`config.mk`:
```
export PLATFORM = sky130hd
export DESIGN_NAME = rom_page_loader
export DESIGN_NICKNAME = d
export VERILOG_FILES = /design/src/rtl/rom_page_loader.sv
export SDC_FILE = /design/constraint.sdc
export NUM_CORES = 1
export LEC_CHECK = 0
export ABC_AREA = 1
export CAP_MARGIN = 20
export CORE_ASPECT_RATIO = 0.75
export CORE_MARGIN = 5
export CORE_UTILIZATION = 51
export CTS_CLUSTER_DIAMETER = 80
export DETAILED_ROUTE_END_ITERATION = 16
export PLACE_DENSITY = 0.9
export SLEW_MARGIN = 10
export SYNTH_ARGS = -nofsm -noshare
export SYNTH_HDL_FRONTEND = slang
export SYNTH_SLANG_ARGS = --single-unit
```
`constraint.sdc`:
```
create_clock -name clk_sys -period 3.35 [get_ports clk_sys]
set_input_delay 0.67 -clock clk_sys [delete_from_list [all_inputs] [get_ports clk_sys]]
set_output_delay 0.67 -clock clk_sys [all_outputs]
set_load 0.02 [all_outputs]
```
`src/rtl/rom_page_loader.sv`:
```
// ROM page loader: routes host download bytes into SDRAM expansion pages or system ROM slots.
// Optional macro ROM_LOADER_COMBO_EN enables the "Z0" combo-cartridge page remap.
module rom_page_loader #(
  parameter  int BANKS  = 2,
  parameter  int PAGE_W = 8,
  localparam int BANK_W = (BANKS > 1) ? $clog2(BANKS) : 1
) (
  input  logic                   clk_sys,
  input  logic                   reset,
  input  logic                   i_ce_ref,
  input  logic                   i_ioctl_download,
  input  logic                   i_ioctl_wr,
  input  logic [24:0]            i_ioctl_addr,
  input  logic [7:0]             i_ioctl_dout,
  input  logic [7:0]             i_ioctl_index,
  input  logic [15:0]            i_ioctl_file_ext,
  output logic                   o_ioctl_wait,
  output logic                   o_mem_wr,
  output logic [22:0]            o_mem_addr,
  output logic [BANK_W-1:0]      o_mem_bank,
  output logic [7:0]             o_mem_dout,
  output logic [2**PAGE_W-1:0]   o_rom_map
);

  typedef enum logic [1:0] {IDLE, ARM, WRITE, NEXT} state_t;

  localparam logic [BANK_W-1:0] LAST_BANK = BANK_W'(BANKS - 1);

  state_t                r_state, w_state_nxt;
  logic                  r_wait, w_wait_nxt;
  logic                  r_wr, w_wr_nxt;
  logic [BANK_W-1:0]     r_bank, w_bank_nxt;
  logic [22:0]           r_addr;
  logic [7:0]            r_dout;
  logic                  r_is_exp;
  logic [8:0]            r_page;
  logic [2**PAGE_W-1:0]  r_rom_map;
  logic                  r_download_d;
`ifdef ROM_LOADER_COMBO_EN
  logic                  r_combo;
  logic                  w_combo_dec;
`endif

  logic [4:0]        w_hi, w_lo;
  logic [8:0]        w_page_dec;
  logic              w_dl_start;
  logic              w_is_exp;
  logic [10:0]       w_blk;
  logic [8:0]        w_sys_page;
  logic [7:0]        w_exp_page;
  logic              w_tgt_valid;
  logic [22:0]       w_tgt_addr;
  logic [BANK_W-1:0] w_tgt_bank;
  logic              w_load;
  logic              w_byte_done;

  // Returns {valid, nibble}; only '0'-'9' and uppercase 'A'-'F' are hex digits.
  function automatic logic [4:0] hex_nib(input logic [7:0] c);
    logic [4:0] r;
    r = 5'd0;
    if (c >= 8'h30 && c <= 8'h39)      r = {1'b1, c[3:0]};
    else if (c >= 8'h41 && c <= 8'h46) r = {1'b1, c[3:0] + 4'd9};
    return r;
  endfunction

  assign w_dl_start = i_ioctl_download && !r_download_d && (i_ioctl_index != 8'd0);

  always_comb begin
    w_hi       = hex_nib(i_ioctl_file_ext[15:8]);
    w_lo       = hex_nib(i_ioctl_file_ext[7:0]);
    w_page_dec = 9'h1EE;
`ifdef ROM_LOADER_COMBO_EN
    w_combo_dec = 1'b0;
`endif
    if (i_ioctl_file_ext == 16'h5A5A) w_page_dec = 9'h000;
`ifdef ROM_LOADER_COMBO_EN
    else if (i_ioctl_file_ext == 16'h5A30) begin
      w_page_dec  = 9'h000;
      w_combo_dec = 1'b1;
    end
`endif
    else if (w_hi[4] && w_lo[4]) w_page_dec = {1'b0, w_hi[3:0], w_lo[3:0]};
  end

  always_comb begin
    w_is_exp   = (i_ioctl_index != 8'd0);
    w_blk      = i_ioctl_addr[24:14];
    w_exp_page = r_page[7:0] + i_ioctl_addr[21:14];
    w_tgt_bank = '0;
    case (w_blk[1:0])
      2'd0:    w_sys_page = 9'h000;
      2'd1:    w_sys_page = 9'h100;
      2'd2:    w_sys_page = 9'h107;
      default: w_sys_page = 9'h1FF;
    endcase
    if (w_is_exp) begin
      w_tgt_valid = 1'b1;
      w_tgt_addr  = {r_page[8], w_exp_page, i_ioctl_addr[13:0]};
    end else begin
      w_tgt_valid   = (w_blk < 11'd4) || ((w_blk < 11'd8) && (BANKS > 1));
      w_tgt_addr    = {w_sys_page, i_ioctl_addr[13:0]};
      w_tgt_bank[0] = w_blk[2];
    end
  end

  // NOTE: every combinational output is given a default before the case, so no latch can form.
  always_comb begin
    w_state_nxt = r_state;
    w_wait_nxt  = r_wait;
    w_wr_nxt    = r_wr;
    w_bank_nxt  = r_bank;
    w_load      = 1'b0;
    w_byte_done = 1'b0;
    case (r_state)
      IDLE: if (i_ioctl_wr && w_tgt_valid) begin
        w_load      = 1'b1;
        w_wait_nxt  = 1'b1;
        w_bank_nxt  = w_tgt_bank;
        w_state_nxt = ARM;
      end
      ARM: if (i_ce_ref) begin
        w_wr_nxt    = 1'b1;
        w_state_nxt = WRITE;
      end
      WRITE: if (i_ce_ref) begin
        w_wr_nxt    = 1'b0;
        w_state_nxt = NEXT;
      end
      NEXT: begin
        if (r_is_exp && r_bank != LAST_BANK) begin
          w_bank_nxt  = r_bank + 1'b1;
          w_state_nxt = ARM;
        end else begin
          w_wait_nxt  = 1'b0;
          w_byte_done = 1'b1;
          w_state_nxt = IDLE;
        end
      end
      default: w_state_nxt = IDLE;
    endcase
  end

  // NOTE: sequential state uses non-blocking assignments only; reset here is synchronous.
  always_ff @(posedge clk_sys) begin
    if (reset) begin
      r_state      <= IDLE;
      r_wait       <= 1'b0;
      r_wr         <= 1'b0;
      r_bank       <= '0;
      r_addr       <= '0;
      r_dout       <= '0;
      r_is_exp     <= 1'b0;
      r_page       <= 9'h1EE;
      r_rom_map    <= '0;
      // A download already running across reset must not re-decode the page.
      r_download_d <= 1'b1;
`ifdef ROM_LOADER_COMBO_EN
      r_combo      <= 1'b0;
`endif
    end else begin
      r_state      <= w_state_nxt;
      r_wait       <= w_wait_nxt;
      r_wr         <= w_wr_nxt;
      r_bank       <= w_bank_nxt;
      r_download_d <= i_ioctl_download;
      if (w_load) begin
        r_addr   <= w_tgt_addr;
        r_dout   <= i_ioctl_dout;
        r_is_exp <= w_is_exp;
      end
      if (w_byte_done && r_is_exp && r_addr[22])
        r_rom_map[r_addr[PAGE_W+13:14]] <= 1'b1;
      if (w_dl_start) begin
        r_page  <= w_page_dec;
`ifdef ROM_LOADER_COMBO_EN
        r_combo <= w_combo_dec;
      end else if (r_combo && w_byte_done && r_is_exp && r_addr[13:0] == 14'h3FFF) begin
        r_page  <= 9'h1FF;
        r_combo <= 1'b0;
`endif
      end
    end
  end

  assign o_ioctl_wait = r_wait;
  assign o_mem_wr     = r_wr;
  assign o_mem_addr   = r_addr;
  assign o_mem_bank   = r_bank;
  assign o_mem_dout   = r_dout;
  assign o_rom_map    = r_rom_map;

endmodule

```
==> results of run 1 <==
==> critical path, stage by stage, from the launching register on <==
cell	delay [ns]
dfxtp_1	0.41
ha_1	0.23
inv_2	0.07
a21oi_2	0.18
nand3_4	0.27
nor3_4	0.98
nand2_1	0.19
a21oi_1	0.19
==> state kept, by name, summed over array words and instances, names as in the netlist <==
signal	cells
o_mem_wr	1
r_download_d	1
o_rom_map	256
o_mem_dout	8
o_mem_addr	23
r_page	9
o_mem_bank	1
r_is_exp	1
r_state	2
o_ioctl_wait	1
==> layout make-up <==
cell class	count	area (um2)
clock inverters	18	234
repair buffers	377	3750
fillers	1649	6330
multi-input cells	891	4360
clock buffers	35	808
well taps	300	375
flip-flops and latches	303	6070
inverters	286	1080
==> cell usage in the layout (no fill, tap or decap), drive strengths merged <==
cell type / netlist / layout
nor3: 11 / 11
nand3b: 3 / 3
a31oi: 12 / 12
a21oi: 291 / 291
ha: 21 / 21
o21ai: 5 / 5
clkbuf: 43 / 36
clkinv: 1 / 10
nand4: 3 / 3
nand3: 166 / 166
xor2: 1 / 1
a211oi: 1 / 1
or2: 1 / 1
fa: 1 / 1
nand2: 256 / 256
clkinvlp: 0 / 2
bufinv: 0 / 5
nor2: 112 / 112
xnor2: 2 / 2
o211ai: 4 / 4
clkdlybuf4s50: 0 / 350
o21bai: 1 / 1
buf: 43 / 26
inv: 285 / 287
dfxtp: 303 / 303
==> power breakdown <==
part	switching (mW)	internal (mW)	leakage, nW
Clock	1.41	2.11	0.517
Sequential	0.112	3.70	2.45
Combinational	0.839	0.418	3.04
Total	2.37	6.23	6.00
==> per-stage QoR <==
stage               setup slack [ns]  cells  instance area [um2]  hold WS (ns)  total power [mW]
finish                         0.751   2210                16700         0.447              8.59
global route                   0.637   2210                16700         0.464              8.90
CTS                            0.827   2210                16700         0.449              8.61
detailed placement             0.573   2157                15600         0.439              5.12
global placement               0.652   2157                15600         0.435              5.09
floorplan                       1.46   1566                11900         0.445              4.58
==> logic make-up after synthesis <==
logic type	synth area share, %
and+or+nand+nor	20.3
buffers and inverters	12.8
AOI/OAI and AO/OA	13.5
DFF	50.8
adders and majority gates	2.37
xor gates and xnor gates	0.220
==> how the worst max path moves through the flow <==
stage / from / endpoint / slack, ns / cells past startpoint
after floorplan: i_ioctl_index[0] / o_mem_addr[16] / 1.46 / 10
after global placement: i_ioctl_index[0] / o_mem_addr[20] / 0.65 / 11
after detailed placement: i_ioctl_index[6] / o_mem_addr[21] / 0.57 / 11
after CTS: r_state[1] / o_rom_map[133] / 0.83 / 7
after global routing: r_state[1] / o_rom_map[133] / 0.64 / 7
final: r_state[1] / o_rom_map[133] / 0.75 / 7
==> per-layer routing <==
layer  GRT usage [%]  vias to the layer above  part of all wire (%)
li1                -                     5561                     -
met1            37.5                     5609                    38
met2            49.3                      650                    46
met3            9.12                      134                    11
met4            11.8                        0                   4.8
met5               0                        -                     0
==> results summary, run 1 <==
The cell type with the highest aggregate area in the netlist is dfxtp_1. The kind of capture point of the worst setup path is a register. Yosys instantiated no cell more often than dfxtp_1. The detailed-routing iteration count for the pre-antenna-repair pass is 5.

The quantity of I/O buffers inserted on ports came out at 351. After detailed routing, the number of remaining DRC violations is 0. The destination of the worst hold path is o_rom_map[106]. Setup repair after global routing left no endpoint under its margin. The final count of negative-setup-slack endpoints is 0. The area share of the largest cell type after synthesis is 50.8%.

The worst hold path begins at o_rom_map[106]. Ranked by instance count, the synthesized netlist is headed by dfxtp_1 (303), a21oi_1 (290), inv_1 (284). Along the worst hold path, the cell count comes to 2. The share of layout cells above drive strength 1 came out at under 10%. The starting utilization of the core area is 51.9%. The max-slew violation count was 0. For this block, the routed nets add up to 42.3 mm of wire. TritonCTS built the clock tree. The synthesized netlist cell count came out at about 1600. Measured on the finished design, the core utilization comes to 72.5%. The number of clock sinks is about 300. The leftover overflow at the end of global routing came out at 0. The number of cell instances on the worst register-to-register path is 7. Summed over all cells, the static leakage comes to 6.00 nW. The largest clock skew in the final design is 0.0118 ns. The starting DRC count in detailed routing is 1140. The setup total negative slack came out at 0 ns. The overall global routing resource usage came out at a little under a third. The pin count of the biggest net entering global routing is 116. The worst reg2reg path endpoint is o_rom_map[133]. In this run the critical register-to-register path is launched from r_state[1]. Relative to the synthesized area, the layout overhead comes to 39.7%. Counting flops with an async set or reset pin after synthesis yields a share of 0%. The number of setup buffers added after CTS is 0. The mean instance size in the synthesized netlist is 7.62 um2. The largest fanout on the critical path is 14. The type of the tightest min-delay check is reg -> reg. By area the synthesized netlist is led by dfxtp_1 (51%), a21oi_1 (12%), inv_1 (8.9%). The clock edge transition at the registers on the reported setup and hold paths came out at 0.06 ns. The netlist uses 29 different library cells. STA puts the critical path data required time at around 3.8 ns.

The data arrival time of the worst path is 3.06 ns. The number of buffers created by CTS is 29. The share of synthesized area occupied by flip-flops and latches came out at 50.8%.

In this run the deepest clock path goes through 3 buffers. The power density over the cells came out at 516 nW/um2. The hold-fix buffer count after cts is 0.

The detail-routed via count per cell came out at ~5.4. The via total after detailed routing came out at approximately 12000. The smallest clock period supported by the final layout is computed as ~2.6 ns. The path type of the worst setup path is reg -> reg. Yosys printed 0 warnings. The y dimension of the die came out at between 100 and 150 um. The placeable core region is between 20000 and 25000 um2. The number of rows in the core area came out at 48. The flow ran to the end, and the final reports show no timing, DRC or antenna violations.

The clock latency at the later pin of the worst-skew pair is between 0.5 and 0.6 ns. The number of primary I/O pins came out at 352. The initial antenna violation count came out at 0.

The total nets after synthesis is 1650. The horizontal die dimension is 187 um. The detailed-route wire length per cell is approximately 19 um.

The via count of the first global-routing pass is 11600. The post-cts repair resize count is 0. In this run, synthesis inferred 0 flip-flops with an integrated enable. The setup slack of the most critical reg-to-reg path is about 0.75 ns. The global-route wire length before repair came out at 64.8 mm. The number of inserted diodes is 0. The post-synthesis instance area came out at 11900 um2.

The number of register bits inferred by synthesis came out at 303. For the pin with the worst max-slew slack, the measured transition is 1.18 ns. The total number of H-tree levels came out at 1.

Measured against its own limit, the worst slew margin works out to 21.2%. The number of max-cap violations came out at 0. The achievable clock frequency came out at between 0.3 and 0.4 GHz. The worst setup path is launched from a register.

For this run, the leading register cell type out of synthesis is dfxtp_1. The full die area is 26600 um2. The detail route stage leaves a number of antenna-violating nets equal to 0. The tree is rooted in a clkbuf_16. The post-route fraction of the period consumed by the critical path is 77.6%.

The sum of net half-perimeters after detailed placement came out at 28.7 mm. The total number of nets in the final design came out at approximately 2000. The routability congestion estimate came out at 0.913. The hold violation count in the final report is 0. The largest vdd supply drop is 0.376 mV.
Note: power is estimated with default switching activity, not from simulation.
==> inputs of run 2 (changes only) <==
- CORE_UTILIZATION: 51 -> 43
- PLACE_DENSITY: 0.9 -> 0.82
- clock period: 3.35 -> 2.35 ns (I/O delays scaled with it)
==> run 2 against run 1 <==
  * Final area increased by 1.7%
  * Utilization down 10 points
  * Register-to-register slack got worse by 0.45 ns
  * Non-clock buffer count increased by 27
  * Critical path depth fell by 6
  * Global-route usage decreased by 4.9 points
  * Via count fell by 2.8%
  * Critical endpoint is now o_mem_addr[20]
==> results summary, run 2 (synthesized netlist as in run 1, its figures left out) <==
The clock latency at the later pin of the worst-skew pair is 0.54 ns (about the same). The number of rows in the core area came to 52 (was 48). The max-slew violation count came out at 0 (unchanged).

The slowest library cell on the worst path is clkdlybuf4s50_1 (was nor3_4). The via count of the first global-routing pass came out at 11200 (was 11600). The worst reg2reg path endpoint is o_rom_map[70] (was o_rom_map[133]).

The initial antenna violation count came out at 0 (unchanged). The final-layout worst hold slack was 0.349 ns (was 0.447 ns). The origin of the critical flop-to-flop path is r_state[1] (unchanged).

Leading cell types in the layout, fill and taps excluded: clkdlybuf4s50_1 (350), dfxtp_1 (303), a21oi_1 (290) (unchanged). The hold-fix buffer count after cts came out at 0 (unchanged). The routability congestion estimate is 0.906 (was 0.913). The worst min-delay path startpoint is reset (was o_rom_map[106]). The final critical-path setup slack came to 0.143 ns (was 0.751 ns). The leftover overflow at the end of global routing came out at 0 (unchanged). The area added between synthesis and finish came out at 42.1% (was 39.7%).

The count of cells along the worst hold path came to 2 (unchanged). The pin count of the biggest net entering global routing came out at 76 (was 116). The overall global routing resource usage came out at 25.1% (was 30.0%). The number of cell instances on the worst register-to-register path came out at 8 (was 7). The setup total negative slack was 0 ns (unchanged). The total number of nets in the final design is 2000 (was 1972). The final count of negative-setup-slack endpoints is 0 (unchanged).

The via total after detailed routing is 11600 (was 12000). The largest clock skew in the final design is 0.00984 ns (was 0.0118 ns). The sum of net half-perimeters after detailed placement is 29.4 mm (was 28.7 mm).

The destination of the worst hold path is r_page[4] (was o_rom_map[106]). The post-cts repair resize count came out at 0 (unchanged). Cells along the critical path: clkdlybuf4s50_1 (was ha_1 -> inv_2 -> a21oi_2 -> nand3_4 -> nor3_4 -> nand2_1 -> a21oi_1).

The category of cells accounting for the largest share of critical-path delay is buffers and inverters (was simple AND/OR/NAND/NOR gates). The starting utilization of the core area is 43.9% (was 51.9%). The detailed-route wire length per cell is 18.2 um (was 19.2 um).

The detail-routed via count per cell came out at 5.08 (was 5.41). The commonest non-fill, non-tap cell in the layout was clkdlybuf4s50_1 (unchanged). The actual slew at the worst max-slew pin is 0.932 ns (was 1.18 ns). The data arrival time of the worst path came to 1.74 ns (was 3.06 ns). The type of the tightest min-delay check is in -> reg (was reg -> reg). The type of origin of the critical path is a register (unchanged). The post-detailed-route count of antenna-violating nets came out at 0 (unchanged). The delay of the slowest critical-path stage came to 0.67 ns (was 0.98 ns).

The largest fanout on the critical path was 6 (was 14). The clock edge transition at the registers on the reported setup and hold paths is 0.07 ns (was 0.06 ns). The core occupancy in the finished layout came out at 62.4% (was 72.5%). The largest vdd supply drop came to 0.599 mV (was 0.376 mV). The minimum clock period after layout came out at 2.21 ns. The count of buffering cells on the critical path with inverters included came out at 1 (unchanged). The TritonCTS clock tree is yes (unchanged). The path type of the worst setup path was reg -> out (was reg -> reg).

The CTS root buffer is clkbuf_16 (unchanged). The hold violation count in the final report was 0 (unchanged). The overall routed net length came to 41.6 mm (was 42.3 mm). The starting DRC count in detailed routing came out at 753 (was 1140). The number of remaining DRC errors is 0 (unchanged). The number of buffers inserted to repair setup after CTS came out at 0 (unchanged).

Unrepaired setup endpoints after global routing: no (unchanged). The share of layout cells above drive strength 1 came out at 6.50% (was 5.50%). The kind of capture point of the worst setup path is an output pin (was register). The overall power after layout is 12.1 mW (was 8.59 mW). The total number of H-tree levels came out at 1 (unchanged). The y dimension of the die came out at 154 um (was 142 um). The static leakage power is 6.13 nW (was 6.00 nW). The horizontal die dimension is 202 um (was 187 um). The number of clock sinks came out at 303 (unchanged). Outcome: completed (unchanged).

Dividing the final minimum period by the clock period gives 93.9%. The quantity of I/O buffers inserted on ports came out at 351 (unchanged). The remaining max-slew budget at the tightest pin was 37.8% (was 21.2%). The number of inserted diodes is 0 (unchanged). The detailed-routing iteration count for the pre-antenna-repair pass came out at 5 (unchanged). The required arrival time at the worst endpoint was 1.88 ns (was 3.81 ns). The number of buffers created by CTS came to 30 (was 29).

The full die area is 31200 um2 (was 26600 um2). The power density over the cells was 712 nW/um2 (was 516 nW/um2). The placeable core region came out at 27200 um2 (was 23000 um2).

The number of primary I/O pins was 352 (unchanged). The global-route wire length before repair is 63.4 mm (was 64.8 mm). The worst setup slack after placement is -0.0860 ns (was 0.573 ns). The flip-flop count of the largest register, all copies and words added is 256 (unchanged). The achievable clock frequency is between 0.4 and 0.5 GHz. The setup slack of the most critical reg-to-reg path came out at 0.30 ns (was 0.75 ns). The number of max-cap violations is 0 (unchanged). The maximum root-to-sink buffer count is 3 (unchanged).
-- run 2: final cells by class --
| class | count | area (um2) |
|---|---|---|
| inverters | 286 | 1080 |
| clock buffers | 43 | 871 |
| fillers | 2247 | 10200 |
| clock inverters | 10 | 113 |
| flip-flops and latches | 303 | 6070 |
| multi-input cells | 891 | 4360 |
| well taps | 351 | 439 |
| repair buffers | 404 | 4030 |
-- run 2: stage by stage --
stage / instances / area (um2)
2_1_floorplan: 1566 / 11900
3_3_place_gp: 2235 / 16000
3_5_place_dp: 2235 / 16000
4_1_cts: 2288 / 17000
5_1_grt: 2288 / 17000
6_report: 2288 / 17000
-- run 2: how the worst max path moves through the flow --
stage | start | end | slack [ns] | depth (start not counted)
floorplan | i_ioctl_index[0] | o_mem_addr[16] | 0.66 | 10
global placement | i_ioctl_file_ext[8] | r_page[6] | 0.10 | 9
detailed placement | i_ioctl_file_ext[8] | r_page[6] | -0.09 | 10
CTS | o_mem_addr[20] | o_mem_addr[20] | 0.11 | 1
global route | o_mem_addr[17] | o_mem_addr[17] | 0.09 | 1
finish | o_mem_addr[20] | o_mem_addr[20] | 0.14 | 1
-- run 2: power breakdown --
group / internal (mW) / switching, mW / leakage [nW]
logic: 0.635 / 1.21 / 3.20
registers: 5.28 / 0.148 / 2.45
clock network: 2.79 / 2.01 / 0.479
total: 8.70 / 3.37 / 6.13
-- run 2: routing by layer --
metal	wire, um	GRT usage, %	share of wire, %	vias to the layer above
met4	1470	8.37	3.5	0
met5	0	0	0	-
met2	18800	41.0	45	493
met1	17300	32.4	42	5415
met3	3940	7.12	9.5	97
li1	-	-	-	5619
-- run 2: worst reg2reg max path: cells and delay by family, from the launching register on --
kind	cells	cell delay, ns
DFF	1	0.40
and+or+nand+nor	2	0.41
buffers and inverters	3	0.62
adders and majority gates	1	0.21
AOI/OAI and AO/OA	2	0.33
==> inputs of run 3 (changes only) <==
- CORE_ASPECT_RATIO: 0.75 -> 1.5
==> run 3 against run 2 <==
  * Non-clock buffer count is 5 higher
  * Global-route usage is 0.83 points lower
  * Sequential cell count did not move
  * Critical path type unchanged
  * Die area is 0.11% higher
  * Sequential power hardly changed
  * Critical path depth did not move
  * Count of clock-buffer cells in the layout decreased by 8
  * Final area is 0.21% lower
  * Routed wire length down 3.8%
  * Highest routed layer unchanged
==> results summary, run 3 (synthesized netlist as in run 1, its figures left out) <==
The type of origin of the critical path is a register (unchanged). The number of remaining DRC errors is 0 (unchanged). The leftover overflow at the end of global routing is 0 (unchanged). The full die area came out at 31300 um2 (was 31200 um2). The hold-fix buffer count after cts was 0 (unchanged). The sequential cell area came out at 6070 um2 (unchanged).

The post-route fraction of the period consumed by the critical path is 94.6% (was 93.9%). The total number of H-tree levels came out at 1 (unchanged). The area added between synthesis and finish is 41.8% (was 42.1%). The quantity of I/O buffers inserted on ports is 351 (unchanged). The starting utilization of the core area came to 43.7% (was 43.9%). The worst reg2reg path endpoint was o_rom_map[49] (was o_rom_map[70]). The count of cells along the worst hold path is 2 (unchanged). The number of clock sinks came to 303 (unchanged). The overall routed net length is 40.0 mm (was 41.6 mm).

The routability congestion estimate came out at 0.935 (was 0.906). The remaining max-slew budget at the tightest pin is 59.6% (was 37.8%). The number of cell instances on the worst register-to-register path was 8 (unchanged). The y dimension of the die came out at 214 um (was 154 um).

The via total after detailed routing is 11600 (about the same). The count of buffering cells on the critical path with inverters included came out at 1 (unchanged). The hold violation count in the final report came out at 0 (unchanged). The number of buffers created by CTS came out at 28 (was 30). The detailed-routing wirelength on met1 came out at 14.7 mm (was 17.3 mm). The final count of negative-setup-slack endpoints came out at 0 (unchanged). Unrepaired setup endpoints after global routing: no (unchanged). The path type of the worst setup path was reg -> out (unchanged). The pin count of the biggest net entering global routing came out at 88 (was 76). The slowest library cell on the worst path is clkdlybuf4s50_1 (unchanged). The count of filler cells inserted in the layout came out at 2308 (was 2247). The starting DRC count in detailed routing was 655 (was 753). The total number of nets in the final design came out at 2003 (was 2000). The origin of the critical flop-to-flop path is r_state[1] (unchanged). The placed cell count is 2229 (was 2235). The clock edge transition at the registers on the reported setup and hold paths came to 0.06 ns (was 0.07 ns). The detailed-routing iteration count for the pre-antenna-repair pass is 5 (unchanged). The number of inserted diodes is 0 (unchanged). The number of buffers inserted to repair setup after CTS is 0 (unchanged).

The type of the tightest min-delay check is reg -> reg (was in -> reg). The post-cts repair resize count came out at 0 (unchanged). The delay of the slowest critical-path stage is 0.69 ns (was 0.67 ns). The detail-routed via count per cell is 5.08 (about the same). The largest vdd supply drop was 0.625 mV (was 0.599 mV).

The post-detailed-route count of antenna-violating nets is 0 (unchanged). The final critical-path setup slack was 0.128 ns (was 0.143 ns). The category of cells accounting for the largest share of critical-path delay is buffers and inverters (unchanged). The worst setup slack after placement is -0.0689 ns (was -0.0860 ns). The TritonCTS clock tree was yes (unchanged).

Cells along the critical path: clkdlybuf4s50_1 (unchanged). The number of non-filler instances in the completed layout is 2281 (was 2288). The worst min-delay path startpoint is o_rom_map[200] (was reset). The sum of net half-perimeters after detailed placement came out at 28.7 mm (was 29.4 mm). The data arrival time of the worst path came out at 1.75 ns (was 1.74 ns). Outcome: completed (unchanged). The required arrival time at the worst endpoint came out at 1.88 ns (about the same).

The flip-flop count of the largest register, all copies and words added is 256 (unchanged). The clock latency at the later pin of the worst-skew pair is 0.57 ns (was 0.54 ns). The initial antenna violation count came out at 0 (unchanged).

The number of rows in the core area came out at 74 (was 52). The met2 wirelength from detailed routing came to 20.0 mm (was 18.8 mm). The largest clock skew in the final design came to 0.0185 ns (was 0.00984 ns).

The global-route wire length before repair came out at 61.3 mm (was 63.4 mm). The kind of capture point of the worst setup path was an output pin (unchanged). The number of primary I/O pins was 352 (unchanged). The achievable clock frequency came out at 0.450 GHz (was 0.453 GHz). The overall power after layout came out at 11.8 mW (was 12.1 mW). The destination of the worst hold path is o_rom_map[200] (was r_page[4]). The max-slew violation count was 0 (unchanged). The minimum clock period after layout is 2.22 ns (was 2.21 ns). The maximum root-to-sink buffer count came out at 3 (unchanged). Leading cell types in the layout, fill and taps excluded: clkdlybuf4s50_1 (350), dfxtp_1 (303), a21oi_1 (290) (unchanged). The horizontal die dimension is 146 um (was 202 um). The placeable core region is 27300 um2 (was 27200 um2).

The actual slew at the worst max-slew pin came out at 0.606 ns (was 0.932 ns). The commonest non-fill, non-tap cell in the layout is clkdlybuf4s50_1 (unchanged). The power density over the cells is 698 nW/um2 (was 712 nW/um2). The overall global routing resource usage came out at 24.3% (was 25.1%). The via count of the first global-routing pass came out at 11100 (was 11200). The setup total negative slack came out at 0 ns (unchanged). The detailed-route wire length per cell came out at 17.5 um (was 18.2 um). The number of max-cap violations came out at 0 (unchanged).

The area occupied by multi-input gates came out at 4360 um2 (about the same). The static leakage power is 6.13 nW (about the same). The met3 wire length came out at 3.07 mm (was 3.94 mm). The share of layout cells above drive strength 1 came out at 6.76% (was 6.50%). The setup slack of the most critical reg-to-reg path came out at 0.36 ns (was 0.30 ns). The largest fanout on the critical path is 6 (unchanged). The CTS root buffer is clkbuf_16 (unchanged). The final-layout worst hold slack came out at 0.447 ns (was 0.349 ns). The top layer reached by signal wires is met4 (unchanged).
[run 3: cell types whose count changed in the layout (fill, tap and decap cells not counted)]
cell / change
buf_4: +5
inv_6: -1
nor2_1: +1
clkbuf_1: -4
clkbuf_16: -3
clkinv_16: +1
buf_8: -1
clkinv_2: +5
nor2_2: -1
[run 3: metal layers]
layer | track usage (%) | up-vias
met5 | 0 | -
met4 | 12.8 | 0
met3 | 4.80 | 111
met2 | 43.7 | 503
met1 | 26.8 | 5360
li1 | - | 5605
[run 3: worst max-delay path by stage]
stage | from | endpoint | slack [ns] | cells after the start
after floorplan | i_ioctl_index[0] | o_mem_addr[16] | 0.66 | 10
after global placement | i_ioctl_file_ext[0] | r_page[6] | 0.15 | 11
after detailed placement | i_ioctl_file_ext[8] | r_page[2] | -0.07 | 10
after CTS | o_mem_addr[20] | o_mem_addr[20] | 0.12 | 1
after global routing | o_mem_addr[20] | o_mem_addr[20] | 0.1 | 1
final | o_mem_addr[20] | o_mem_addr[20] | 0.13 | 1
[run 3: area by class of cell]
type,instances,share of cell area (%)
sequential,303,35.8
clock buffer,35,4.53
inverter,286,6.36
multi-input combinational,891,25.8
timing repair buffer,409,24.0
clock inverter,15,0.939
tap,342,2.53
[run 3: report_power, final]
group          switching (mW)  internal, mW  leakage (nW)
sequential              0.140          5.28          2.45
clock                    1.98          2.55         0.457
combinational            1.19         0.679          3.23
total                    3.31          8.50          6.13
[run 3: stage by stage]
stage / instance area (um2) / util [%]
4_1_cts: 16900 / 61.9
6_report: 16900 / 62.0
5_1_grt: 16900 / 62.0
3_5_place_dp: 16000 / 58.5
2_1_floorplan: 11900 / -
3_3_place_gp: 16000 / 58.5
